[src/rtl/apb_pkg.sv]
// Shared types and constants for the APB command master and its GPIO target.
package apb_pkg;

  typedef enum logic [1:0] {
    ST_IDLE   = 2'd0,
    ST_SETUP  = 2'd1,
    ST_ACCESS = 2'd2,
    ST_RESP   = 2'd3
  } state_e;

  // gpio_top register byte offsets
  localparam logic [7:0] RGPIO_IN    = 8'h00;
  localparam logic [7:0] RGPIO_OUT   = 8'h04;
  localparam logic [7:0] RGPIO_OE    = 8'h08;
  localparam logic [7:0] RGPIO_INTE  = 8'h0C;
  localparam logic [7:0] RGPIO_PTRIG = 8'h10;
  localparam logic [7:0] RGPIO_AUX   = 8'h14;
  localparam logic [7:0] RGPIO_CTRL  = 8'h18;
  localparam logic [7:0] RGPIO_INTS  = 8'h1C;
  localparam logic [7:0] RGPIO_ECLK  = 8'h20;
  localparam logic [7:0] RGPIO_NEC   = 8'h24;

  localparam logic RSP_OKAY   = 1'b0;
  localparam logic RSP_SLVERR = 1'b1;

  localparam int unsigned WAIT_W = 8;

endpackage

[src/rtl/apb_cmd_master.sv]
// Single-outstanding APB3 requester: valid/ready command in, APB transfer out,
// valid/ready response back, with misalignment and hung-slave reporting.
module apb_cmd_master
  import apb_pkg::*;
#(
  parameter int unsigned ADDR_W  = 32,
  parameter int unsigned DATA_W  = 32,
  parameter int unsigned TIMEOUT = 16
) (
  input  logic              pclk,
  input  logic              preset,
  input  logic              cmd_valid,
  output logic              cmd_ready,
  input  logic              cmd_write,
  input  logic [ADDR_W-1:0] cmd_addr,
  input  logic [DATA_W-1:0] cmd_wdata,
  output logic              rsp_valid,
  input  logic              rsp_ready,
  output logic [DATA_W-1:0] rsp_rdata,
  output logic              rsp_err,
  output logic              psel,
  output logic              penable,
  output logic              pwrite,
  output logic [ADDR_W-1:0] paddr,
  output logic [DATA_W-1:0] pwdata,
  input  logic [DATA_W-1:0] prdata,
  input  logic              pready
);

  localparam logic [WAIT_W-1:0] TIMEOUT_CNT = WAIT_W'(TIMEOUT);
  localparam logic [WAIT_W-1:0] WAIT_MAX    = {WAIT_W{1'b1}};

  state_e            state_q, state_d;
  logic              cmd_ready_q, cmd_ready_d;
  logic              psel_q, psel_d;
  logic              penable_q, penable_d;
  logic              pwrite_q, pwrite_d;
  logic [ADDR_W-1:0] paddr_q, paddr_d;
  logic [DATA_W-1:0] pwdata_q, pwdata_d;
  logic              rsp_valid_q, rsp_valid_d;
  logic              rsp_err_q, rsp_err_d;
  logic [DATA_W-1:0] rsp_rdata_q, rsp_rdata_d;
  logic [WAIT_W-1:0] wait_q, wait_d;
  logic [WAIT_W-1:0] wait_inc;

  // Next-state and registered-output computation
  always_comb begin
    state_d     = state_q;
    pwrite_d    = pwrite_q;
    paddr_d     = paddr_q;
    pwdata_d    = pwdata_q;
    rsp_err_d   = rsp_err_q;
    rsp_rdata_d = rsp_rdata_q;
    wait_d      = wait_q;
    wait_inc    = (wait_q == WAIT_MAX) ? wait_q : wait_q + WAIT_W'(1);

    case (state_q)
      ST_IDLE: begin
        if (cmd_valid && cmd_ready_q) begin
          pwrite_d = cmd_write;
          paddr_d  = cmd_addr;
          if (cmd_write) pwdata_d = cmd_wdata;
          if (cmd_addr[1:0] != 2'b00) begin
            state_d     = ST_RESP;
            rsp_err_d   = RSP_SLVERR;
            rsp_rdata_d = '0;
          end else begin
            state_d = ST_SETUP;
            wait_d  = '0;
          end
        end
      end
      ST_SETUP: state_d = ST_ACCESS;
      ST_ACCESS: begin
        if (pready) begin
          state_d     = ST_RESP;
          rsp_err_d   = RSP_OKAY;
          rsp_rdata_d = pwrite_q ? '0 : prdata;
        end else begin
          wait_d = wait_inc;
          // pready on the final allowed edge takes the success branch above
          if (wait_inc >= TIMEOUT_CNT) begin
            state_d     = ST_RESP;
            rsp_err_d   = RSP_SLVERR;
            rsp_rdata_d = '0;
          end
        end
      end
      ST_RESP: if (rsp_ready) state_d = ST_IDLE;
      default: state_d = ST_IDLE;
    endcase

    cmd_ready_d = (state_d == ST_IDLE);
    psel_d      = (state_d == ST_SETUP) || (state_d == ST_ACCESS);
    penable_d   = (state_d == ST_ACCESS);
    rsp_valid_d = (state_d == ST_RESP);
  end

  always_ff @(posedge pclk or negedge preset) begin
    if (!preset) begin
      state_q     <= ST_IDLE;
      cmd_ready_q <= 1'b0;
      psel_q      <= 1'b0;
      penable_q   <= 1'b0;
      pwrite_q    <= 1'b0;
      paddr_q     <= '0;
      pwdata_q    <= '0;
      rsp_valid_q <= 1'b0;
      rsp_err_q   <= 1'b0;
      rsp_rdata_q <= '0;
      wait_q      <= '0;
    end else begin
      state_q     <= state_d;
      cmd_ready_q <= cmd_ready_d;
      psel_q      <= psel_d;
      penable_q   <= penable_d;
      pwrite_q    <= pwrite_d;
      paddr_q     <= paddr_d;
      pwdata_q    <= pwdata_d;
      rsp_valid_q <= rsp_valid_d;
      rsp_err_q   <= rsp_err_d;
      rsp_rdata_q <= rsp_rdata_d;
      wait_q      <= wait_d;
    end
  end

  assign cmd_ready = cmd_ready_q;
  assign psel      = psel_q;
  assign penable   = penable_q;
  assign pwrite    = pwrite_q;
  assign paddr     = paddr_q;
  assign pwdata    = pwdata_q;
  assign rsp_valid = rsp_valid_q;
  assign rsp_err   = rsp_err_q;
  assign rsp_rdata = rsp_rdata_q;

endmodule

[config.mk]
export PLATFORM = sky130hd
export DESIGN_NAME = apb_cmd_master
export DESIGN_NICKNAME = d
export VERILOG_FILES = /design/src/rtl/apb_pkg.sv /design/src/rtl/apb_cmd_master.sv
export SDC_FILE = /design/constraint.sdc
export NUM_CORES = 1
export LEC_CHECK = 0
export ABC_AREA = 0
export BUFFER_PORTS_ARGS = -buffer_cell sky130_fd_sc_hd__buf_2
export CORE_ASPECT_RATIO = 2
export CORE_MARGIN = 5
export CORE_UTILIZATION = 53
export CTS_BUF_LIST = sky130_fd_sc_hd__clkbuf_4 sky130_fd_sc_hd__clkbuf_8
export CTS_CLUSTER_SIZE = 12
export DETAILED_ROUTE_END_ITERATION = 7
export GPL_TIMING_DRIVEN = 0
export PLACE_DENSITY = 0.85
export SETUP_SLACK_MARGIN = 0.2
export SLEW_MARGIN = 15
export SYNTH_ARGS = -nofsm -noshare
export SYNTH_HDL_FRONTEND = slang
export SYNTH_SLANG_ARGS = --single-unit
[constraint.sdc]
create_clock -name pclk -period 5.7 [get_ports pclk]
set_input_delay 1.14 -clock pclk [delete_from_list [all_inputs] [get_ports pclk]]
set_output_delay 1.14 -clock pclk [all_outputs]
set_load 0.005 [all_outputs]
**Word-level counts from Yosys, hierarchy flattened**

Cells that the tools add are included.

- Equality and inequality tests: 12
- $lt $le $gt $ge: 1
- $add $sub $neg: 1
- Multiplexer cells: 22
- Reduce and logical (&&, ||, !) cells: 10

Operators by type and width:

| operator | number |
|---|---|
| two-way mux 32 bit | 5 |
| one-hot mux 32 bit (2 select lines) | 1 |
| two-way mux 8 bit | 4 |
| one-hot mux 8 bit (2 select lines) | 1 |
| two-way mux 2 bit | 5 |
| adder 8 x 1 -> 8 bit, second input constant | 1 |
| equality test 2 bit, second input constant | 4 |
| equality test 8 bit, second input constant | 1 |
| >= comparator 8 x 5 -> 1 bit, second input constant | 1 |
| != test 2 bit, second input constant | 4 |
| one-hot mux 2 bit (4 select lines) | 1 |
| AND reduction 4 bit | 2 |
| equality test 2 x 1 -> 1 bit, second input constant | 2 |
| zero test 2 bit | 2 |
| two-way mux 1 bit | 4 |
| nonzero test 2 bit | 2 |
| != test 3 bit, second input constant | 1 |
| AND reduction 3 bit | 1 |
| one-hot mux 1 bit (2 select lines) | 1 |
| AND reduction 2 bit | 1 |
| logical AND 1 bit | 1 |
| logical OR 1 bit | 1 |

- Flip-flop bits (word level): 112

**Depth between registers and ports, before layout**

Gate-level depths: netlist (run 1).

- Word-level depth: 8
- Gate-level depth with buffers: 8

**Worst setup path after synthesis (run 1)**

Ideal clock, no wire load.

- Kind: input-to-reg
- From: input pready
- To: register psel_q, in the netlist psel
- Library setup time: 0.126 ns
- Stages: 5
- Arrival: 2.383 ns
- Buffers on the path: 1
- Required time: 5.574 ns
- Setup slack: 3.191 ns
- Cell sequence: or3b_4 -> a211oi_4 -> buf_4 -> a21o_1 -> ha_1

- Word-level cells in the longest chain between the ends: 4
- Elaborated cells on any way between the ends: 5
- Classes of those cells: eq/ne: 2; mux: 2; reduce/logical: 1

RTL lines:

| what | line | source |
|---|---|---|
| from (decl) | apb_cmd_master.sv:27 | `input logic pready` |
| two-way mux 2 bit (*) | apb_cmd_master.sv:75 | `if (pready) begin` |
| one-hot mux 2 bit (4 select lines) (*) | apb_cmd_master.sv:57 | `case (state_q)` |
| equality test 2 x 1 -> 1 bit / equality test 2 bit (equally long branches) | apb_cmd_master.sv:94 | `psel_d = (state_d == ST_SETUP) \|\| (state_d == ST_ACCESS);` |
| logical OR 1 bit (*) | apb_cmd_master.sv:94 |  |
| named net psel_d | apb_cmd_master.sv:35 | `logic psel_q, psel_d;` |
| to (signal assigned) | apb_cmd_master.sv:115 | `psel_q <= psel_d;` |
| to (decl) | apb_cmd_master.sv:35 |  |

The timed path passes the listed nets; every way through them passes the cells marked *.
A chain may end at the register's enable or synchronous reset.

**Final worst setup path (run 1)**

- From: register wait_q[0]
- To: register psel_q, in the netlist psel

- Word-level cells in the longest chain between the ends: 8
- Elaborated cells on any way between the ends: 10
- Classes of those cells: add/sub: 1; order compare: 1; eq/ne: 3; mux: 4; reduce/logical: 1

RTL lines:

| what | line | source |
|---|---|---|
| from (decl) | apb_cmd_master.sv:43 | `logic [WAIT_W-1:0] wait_q, wait_d;` |
| from (signal assigned) | apb_cmd_master.sv:123 | `wait_q <= wait_d;` |
| adder 8 x 1 -> 8 bit / equality test 8 bit (equally long branches) | apb_cmd_master.sv:55 | `wait_inc = (wait_q == WAIT_MAX) ? wait_q : wait_q + WAIT_W'(1);` |
| two-way mux 8 bit (*) | apb_cmd_master.sv:55 |  |
| >= comparator 8 x 5 -> 1 bit (*) | apb_cmd_master.sv:82 | `if (wait_inc >= TIMEOUT_CNT) begin` |
| two-way mux 2 bit (*) | apb_cmd_master.sv:82 |  |
| two-way mux 2 bit (*) | apb_cmd_master.sv:75 |  |
| one-hot mux 2 bit (4 select lines) (*) | apb_cmd_master.sv:57 |  |
| equality test 2 x 1 -> 1 bit / equality test 2 bit (equally long branches) | apb_cmd_master.sv:94 |  |
| logical OR 1 bit (*) | apb_cmd_master.sv:94 |  |
| named net psel_d | apb_cmd_master.sv:35 |  |

Marks and branches as above.

==> results of run 1 <==
## registers in the layout (all words and copies together), names as in the netlist
register and cells:
rsp_err 1, cmd_ready 1, rsp_valid 1, pwrite 1
paddr 32, rsp_rdata 32, wait_q 8, psel 1
pwdata 32, state_q 2, penable 1
## cell usage after synthesis (all sizes together), types with 2 or more instances
cell type  number
o21ai           7
a21oi           8
mux2           32
and3            3
nand3b          2
nor2            4
a31oi           2
o31ai           3
nand2         106
a41oi           2
nand4           2
a31o           33
clkbuf         14
a22o           32
a21o            2
buf            14
ha              4
inv             4
nand3           7
dfrtp         112
a21boi          5
## routing by layer
| layer | vias up | GRT usage [%] | share of wire, % |
|---|---|---|---|
| met3 | 28 | 6.15 | 7.6 |
| met2 | 191 | 40.1 | 54 |
| li1 | 1879 | - | - |
| met4 | 0 | 7.93 | 2.8 |
| met5 | - | 0 | 0 |
| met1 | 1979 | 25.8 | 36 |
## cells by family (layout without fill, tap and decap cells)
| kind of cell | count (synthesis) | in the layout | share of synthesized area (%) |
|---|---|---|---|
| adders and majority gates | 4 | 4 | 1.06 |
| muxes | 32 | 32 | 7.60 |
| DFF | 112 | 112 | 59.1 |
| AOI/OAI and AO/OA | 98 | 98 | 17.3 |
| and+or+nand+nor | 131 | 131 | 11.7 |
| xor gates and xnor gates | 1 | 1 | 0.185 |
| buffers and inverters | 32 | 251 | 3.04 |
## critical path, delay by kind of cell (launching register included)
family,cells,cell delay [ps]
flops,1,440
simple gates,1,210
fa+ha+maj,2,500
buf+inv,2,580
compound gates,2,740
## power by group through the flow
stage	logic [mW]	registers (mW)	clock network, mW
floorplan	0.610	1.30	0
finish	1.11	1.28	0.500
CTS	1.13	1.28	0.510
global route	1.23	1.32	0.549
global placement	1.07	1.27	0
detailed placement	1.12	1.29	0
## how the worst min path moves through the flow
| stage | startpoint | end | depth (start not counted) |
|---|---|---|---|
| after floorplan | paddr[0] | paddr[0] | 2 |
| after global placement | paddr[4] | paddr[4] | 2 |
| after detailed placement | paddr[14] | paddr[14] | 2 |
| after CTS | paddr[29] | paddr[29] | 2 |
| after global routing | paddr[12] | paddr[12] | 2 |
| final | paddr[29] | paddr[29] | 2 |
## final cells by class
cell class / instances / area, sq um / share of cell area, %
sequential: 112 / 2800 / 45.8
multi-input combinational: 266 / 1790 / 29.3
timing repair buffer: 204 / 1050 / 17.1
clock buffer: 11 / 139 / 2.27
buffer: 28 / 129 / 2.10
tap: 102 / 128 / 2.08
clock inverter: 4 / 70.1 / 1.14
inverter: 4 / 15.0 / 0.245
==> results.sh, run 1 <==
export IMPL_outcome="finished, final reports clean"
export IMPL_min_period_ps=2590
export IMPL_hold_buffers=0
export IMPL_max_freq_mhz=386
export IMPL_start_util_pct=53.3
export IMPL_grt_max_degree=92
export IMPL_die_area_sq_um=11000
export IMPL_ys_top_cells_by_area="dfrtp_1 59%, nand2_1 8.4%, mux2_2 7.6%"
export IMPL_worstPathArrival_ps=2840
export IMPL_yosysSeqAreaShare_pct=59.1
export IMPL_htreeDepth=3
export IMPL_post_cts_resized=0
export IMPL_synth_top_cell_area_share_pct=59.1
export IMPL_path_clk_slew_ps=90
export IMPL_ant_nets=0
export IMPL_p_clk_share_pct=17.3
export IMPL_crit_path_start_kind="register"
export IMPL_dp_cells=716
export IMPL_grt_pass1_vias=4231
export IMPL_utilization_pct=68.9
export IMPL_critical_path_max_stage_delay_ps=530
export IMPL_synth_cell_type_count=38
export IMPL_synth_largest_area_cell="dfrtp_1"
export IMPL_hold_path_class="register to register"
export IMPL_post_cts_buffers=0
export IMPL_crit_path_frequent_cell="ha_1"
export IMPL_first_pass_iters=4
export IMPL_post_route_period_util_pct=45.4
export IMPL_wl_per_cell_um=17.0
export IMPL_wirelength_mm=12.4
export IMPL_die_w_um=76.9
export IMPL_finalPower_mw=2.89
export IMPL_seq_power_share_pct=44.2
export IMPL_critPathCaptureType="register"
export IMPL_p_comb_share_pct=38.5
export IMPL_layout_common_cells="209 x buf_2, 112 x dfrtp_1, 106 x nand2_1"
export IMPL_tightest_slew_ps=613
export IMPL_p_sw_mw=0.961
export IMPL_powerDensity_nw_per_um2=473
export IMPL_path_cells="ha_1, and3_1, buf_2, o32ai_2, clkbuf_1, a21o_1, ha_1"
export IMPL_swShare_pct=33.2
export IMPL_grt_overflow=0
export IMPL_synth_warnings=0
export IMPL_clkSinkCount=112
export IMPL_timing_rr_end="psel"
export IMPL_synth_nets=516
export IMPL_crit_start="wait_q[0]"
export IMPL_worstReg2RegStart="wait_q[0]"
export IMPL_drv_cap=0
export IMPL_synth_seq_cells=112
export IMPL_grt_pass1_wl_mm=20.2
export IMPL_leakagePower_nw=3.44
export IMPL_io_buffer_count=203
export IMPL_setup_violations=0
export IMPL_final_layout_size_suffix_gt1_share_pct=47.7
export IMPL_async_reset_ff_share_pct=100
export IMPL_antenna_found_initial=0
export IMPL_intPower_mw=1.93
export IMPL_cts_buffers=9
export IMPL_worst_ep_required_time_ps=5950
export IMPL_synth_edf_count=0
export IMPL_worst_path_max_fanout=10
export IMPL_finalSetupTns_ps=0
export IMPL_setup_worst_path_class="register to register"
export IMPL_hold_slack_ps=475
export IMPL_grt_setup_unrepaired="no"
export IMPL_drt_iter0_markers=326
export IMPL_nNetsFinal=731
export IMPL_cts_root_buf="clkbuf_8"
export IMPL_irDropWorstVdd_uv=265
export IMPL_mostFrequentLayoutCell="buf_2"
export IMPL_drcViolationCount=0
export IMPL_hold_viol_final=0
export IMPL_finalNonFillerCells=731
export IMPL_regToRegSetupSlack_ps=3110
export IMPL_place_ws_ps=2890
export IMPL_reg2reg_depth=7
export IMPL_fin_area_sq_um=6130
export IMPL_viasPerCell=5.58
export IMPL_maxSlewHeadroom_pct=59.1
export IMPL_cts_buffer_depth=2
export IMPL_dpl_instance_area_sq_um=5920
export IMPL_fin_skew_ps=6.35
export IMPL_synth_ff_type="dfrtp_1"
export IMPL_netlist_instances=410
export IMPL_synthToLayoutAreaGrowth_pct=29.3
export IMPL_vias=4077
export IMPL_diodes=0
export IMPL_setup_ws_ps=3110
export IMPL_syn_cell_area_sq_um=4740
export IMPL_core_area_sq_um=8890
export IMPL_rows=49
export IMPL_dpl_hpwl_mm=9.64
export IMPL_die_y_um=144
export IMPL_fill_cells=668
export IMPL_grtUsageTotal_pct=22.5
export IMPL_cp_slowest_cell="o32ai_2"
export IMPL_clock_latency_ps=360
export IMPL_crit_end="psel"
export IMPL_cts_tree="done"
export IMPL_syn_avg_cell_area_sq_um=11.6
export IMPL_io_pins=204
export IMPL_gp_congestion=0.856
export IMPL_slew_violations=0
Power figures use the tool's default switching activity.
==> run 2: changes to the inputs <==
Settings changed: CORE_UTILIZATION 53 to 49, PLACE_DENSITY 0.85 to 0.79.
Clock period 5.7 ns to 2.5 ns, I/O delays scaled along.
==> run 2 against run 1 <==
  * Critical path depth is 1 higher
  * First-iteration DRC count down 33%
  * Count of clock-buffer cells in the layout did not move
  * Combinational power increased by 140%
  * Die area is 7.3% higher
  * Sequential share of layout area fell by 0.75 points
  * Hold slack got worse by 430 ps
  * Routed wire length is 0.39% lower
  * Critical path type unchanged
  * Global-route usage is 1.4 points lower
==> results.sh, run 2 (synthesis results as in run 1) <==
export IMPL_ant_nets=0
export IMPL_nNetsFinal=739
export IMPL_path_clk_slew_ps=100
export IMPL_drcViolationCount=0
export IMPL_vias=4007
export IMPL_dpl_hpwl_mm=9.59
export IMPL_tightest_slew_ps=580
export IMPL_worst_ep_required_time_ps=2760
export IMPL_worstPathArrival_ps=2480
export IMPL_hold_path_class="input port to async pin"
export IMPL_min_period_ps=2220
export IMPL_setup_violations=0
export IMPL_rows=50
export IMPL_finalNonFillerCells=768
export IMPL_outcome="finished, final reports clean"
export IMPL_io_buffer_count=203
export IMPL_cts_buffers=9
export IMPL_cts_buffer_depth=2
export IMPL_final_layout_size_suffix_gt1_share_pct=48.9
export IMPL_leakagePower_nw=3.48
export IMPL_wl_per_cell_um=16.1
export IMPL_htreeDepth=3
export IMPL_max_freq_mhz=451
export IMPL_drv_cap=0
export IMPL_die_area_sq_um=11900
export IMPL_hold_slack_ps=46.4
export IMPL_io_pins=204
export IMPL_drt_iter0_markers=217
export IMPL_reg2reg_depth=8
export IMPL_die_y_um=149
export IMPL_dpl_instance_area_sq_um=5950
export IMPL_die_w_um=79.5
export IMPL_synthToLayoutAreaGrowth_pct=31.4
export IMPL_utilization_pct=65.9
export IMPL_clock_latency_ps=370
export IMPL_fin_area_sq_um=6230
export IMPL_post_route_period_util_pct=88.7
export IMPL_critPathCaptureType="register"
export IMPL_viasPerCell=5.22
export IMPL_mostFrequentLayoutCell="buf_2"
export IMPL_fin_skew_ps=8.47
export IMPL_slew_violations=0
export IMPL_start_util_pct=50.2
export IMPL_clkSinkCount=112
export IMPL_dp_cells=744
export IMPL_hold_viol_final=0
export IMPL_irDropWorstVdd_uv=573
export IMPL_layout_common_cells="209 x buf_2, 112 x dfrtp_1, 106 x nand2_1"
export IMPL_grt_overflow=0
export IMPL_grt_max_degree=68
export IMPL_hold_buffers=0
export IMPL_wirelength_mm=12.4
export IMPL_cts_tree="done"
export IMPL_cts_root_buf="clkbuf_8"
export IMPL_powerDensity_nw_per_um2=1050
export IMPL_crit_path_start_kind="register"
export IMPL_grt_pass1_vias=4313
export IMPL_setup_worst_path_class="register to register"
export IMPL_finalPower_mw=6.54
export IMPL_grt_pass1_wl_mm=20.0
export IMPL_fill_cells=743
export IMPL_first_pass_iters=4
export IMPL_antenna_found_initial=0
export IMPL_diodes=0
export IMPL_worst_path_max_fanout=9
export IMPL_gp_congestion=0.786
export IMPL_core_area_sq_um=9450
export IMPL_maxSlewHeadroom_pct=61.1
export IMPL_grtUsageTotal_pct=21.2
export IMPL_grt_setup_unrepaired="yes"
## run 2: cell count changes in the layout (fill, tap and decap cells not counted), moves of 2 or more
cell	delta
buf_6	+2
clkbuf_2	+2
clkinv_4	+3
clkbuf_4	-2
bufinv_16	-2
clkbuf_8	+2
buf_4	+7
clkbuf_1	-3
## run 2: through the flow
stage,setup slack [ps],setup TNS [ps]
after CTS,220,0
final,282,0
after global placement,-266,-28740
after floorplan,263,0
after detailed placement,-29.2,-29.2
after global routing,164,0
## run 2: final timing paths
check / startpoint / endpoint / slack, ps
min reg2reg: paddr[7] / paddr[7] / 480
max in group asynchronous: preset / pwdata[2] / 1790
max: wait_q[0] / psel / 280
min in group pclk: cmd_addr[13] / paddr[13] / 310
min: preset / rsp_rdata[29] / 50
max reg2reg: wait_q[0] / psel / 280
## run 2: worst max-delay path, cell delays in order (launching register included)
cell      delay [ps]
dfrtp_1          410
ha_1             250
and3_1           190
buf_2            180
a31o_2           280
a211oi_4         300
buf_6            150
a21o_1           130
ha_1             220
## run 2: metal layers
layer | GRT usage (%) | part of all wire [%] | vias to the layer above
li1 | - | - | 1898
met1 | 23.0 | 36 | 1916
met2 | 39.1 | 55 | 172
met3 | 4.66 | 7.4 | 21
met4 | 7.83 | 2.3 | 0
met5 | 0 | 0 | -
## run 2: final cells by class
class                           count  area (sq um)  share of cell area, %
Clock buffer                       11           151                   2.43
Buffer                             28           143                   2.29
Timing Repair Buffer              212          1110                   17.8
Inverter                            4          15.0                  0.241
Sequential cell                   112          2800                   45.0
Tap cell                          130           163                   2.61
Clock inverter                      5          40.0                  0.643
Multi-Input combinational cell    266          1800                   29.0
## run 2: what timing repair did
| item | 4_1_cts | 5_1_grt |
|---|---|---|
| setup buffers | 1 | 7 |
| endpoints found under the setup margin | 5 | 24 |
| gates resized for setup | 4 | 6 |
| pin swaps | 1 | 2 |
| gates cloned | 0 | 0 |
## run 2: where the power goes
group,internal [mW],leakage (nW),switching [mW]
Combinational,1.40,1.92,1.21
Clock,0.425,0.0999,0.605
Sequential,2.49,1.46,0.408
Total,4.32,3.48,2.22
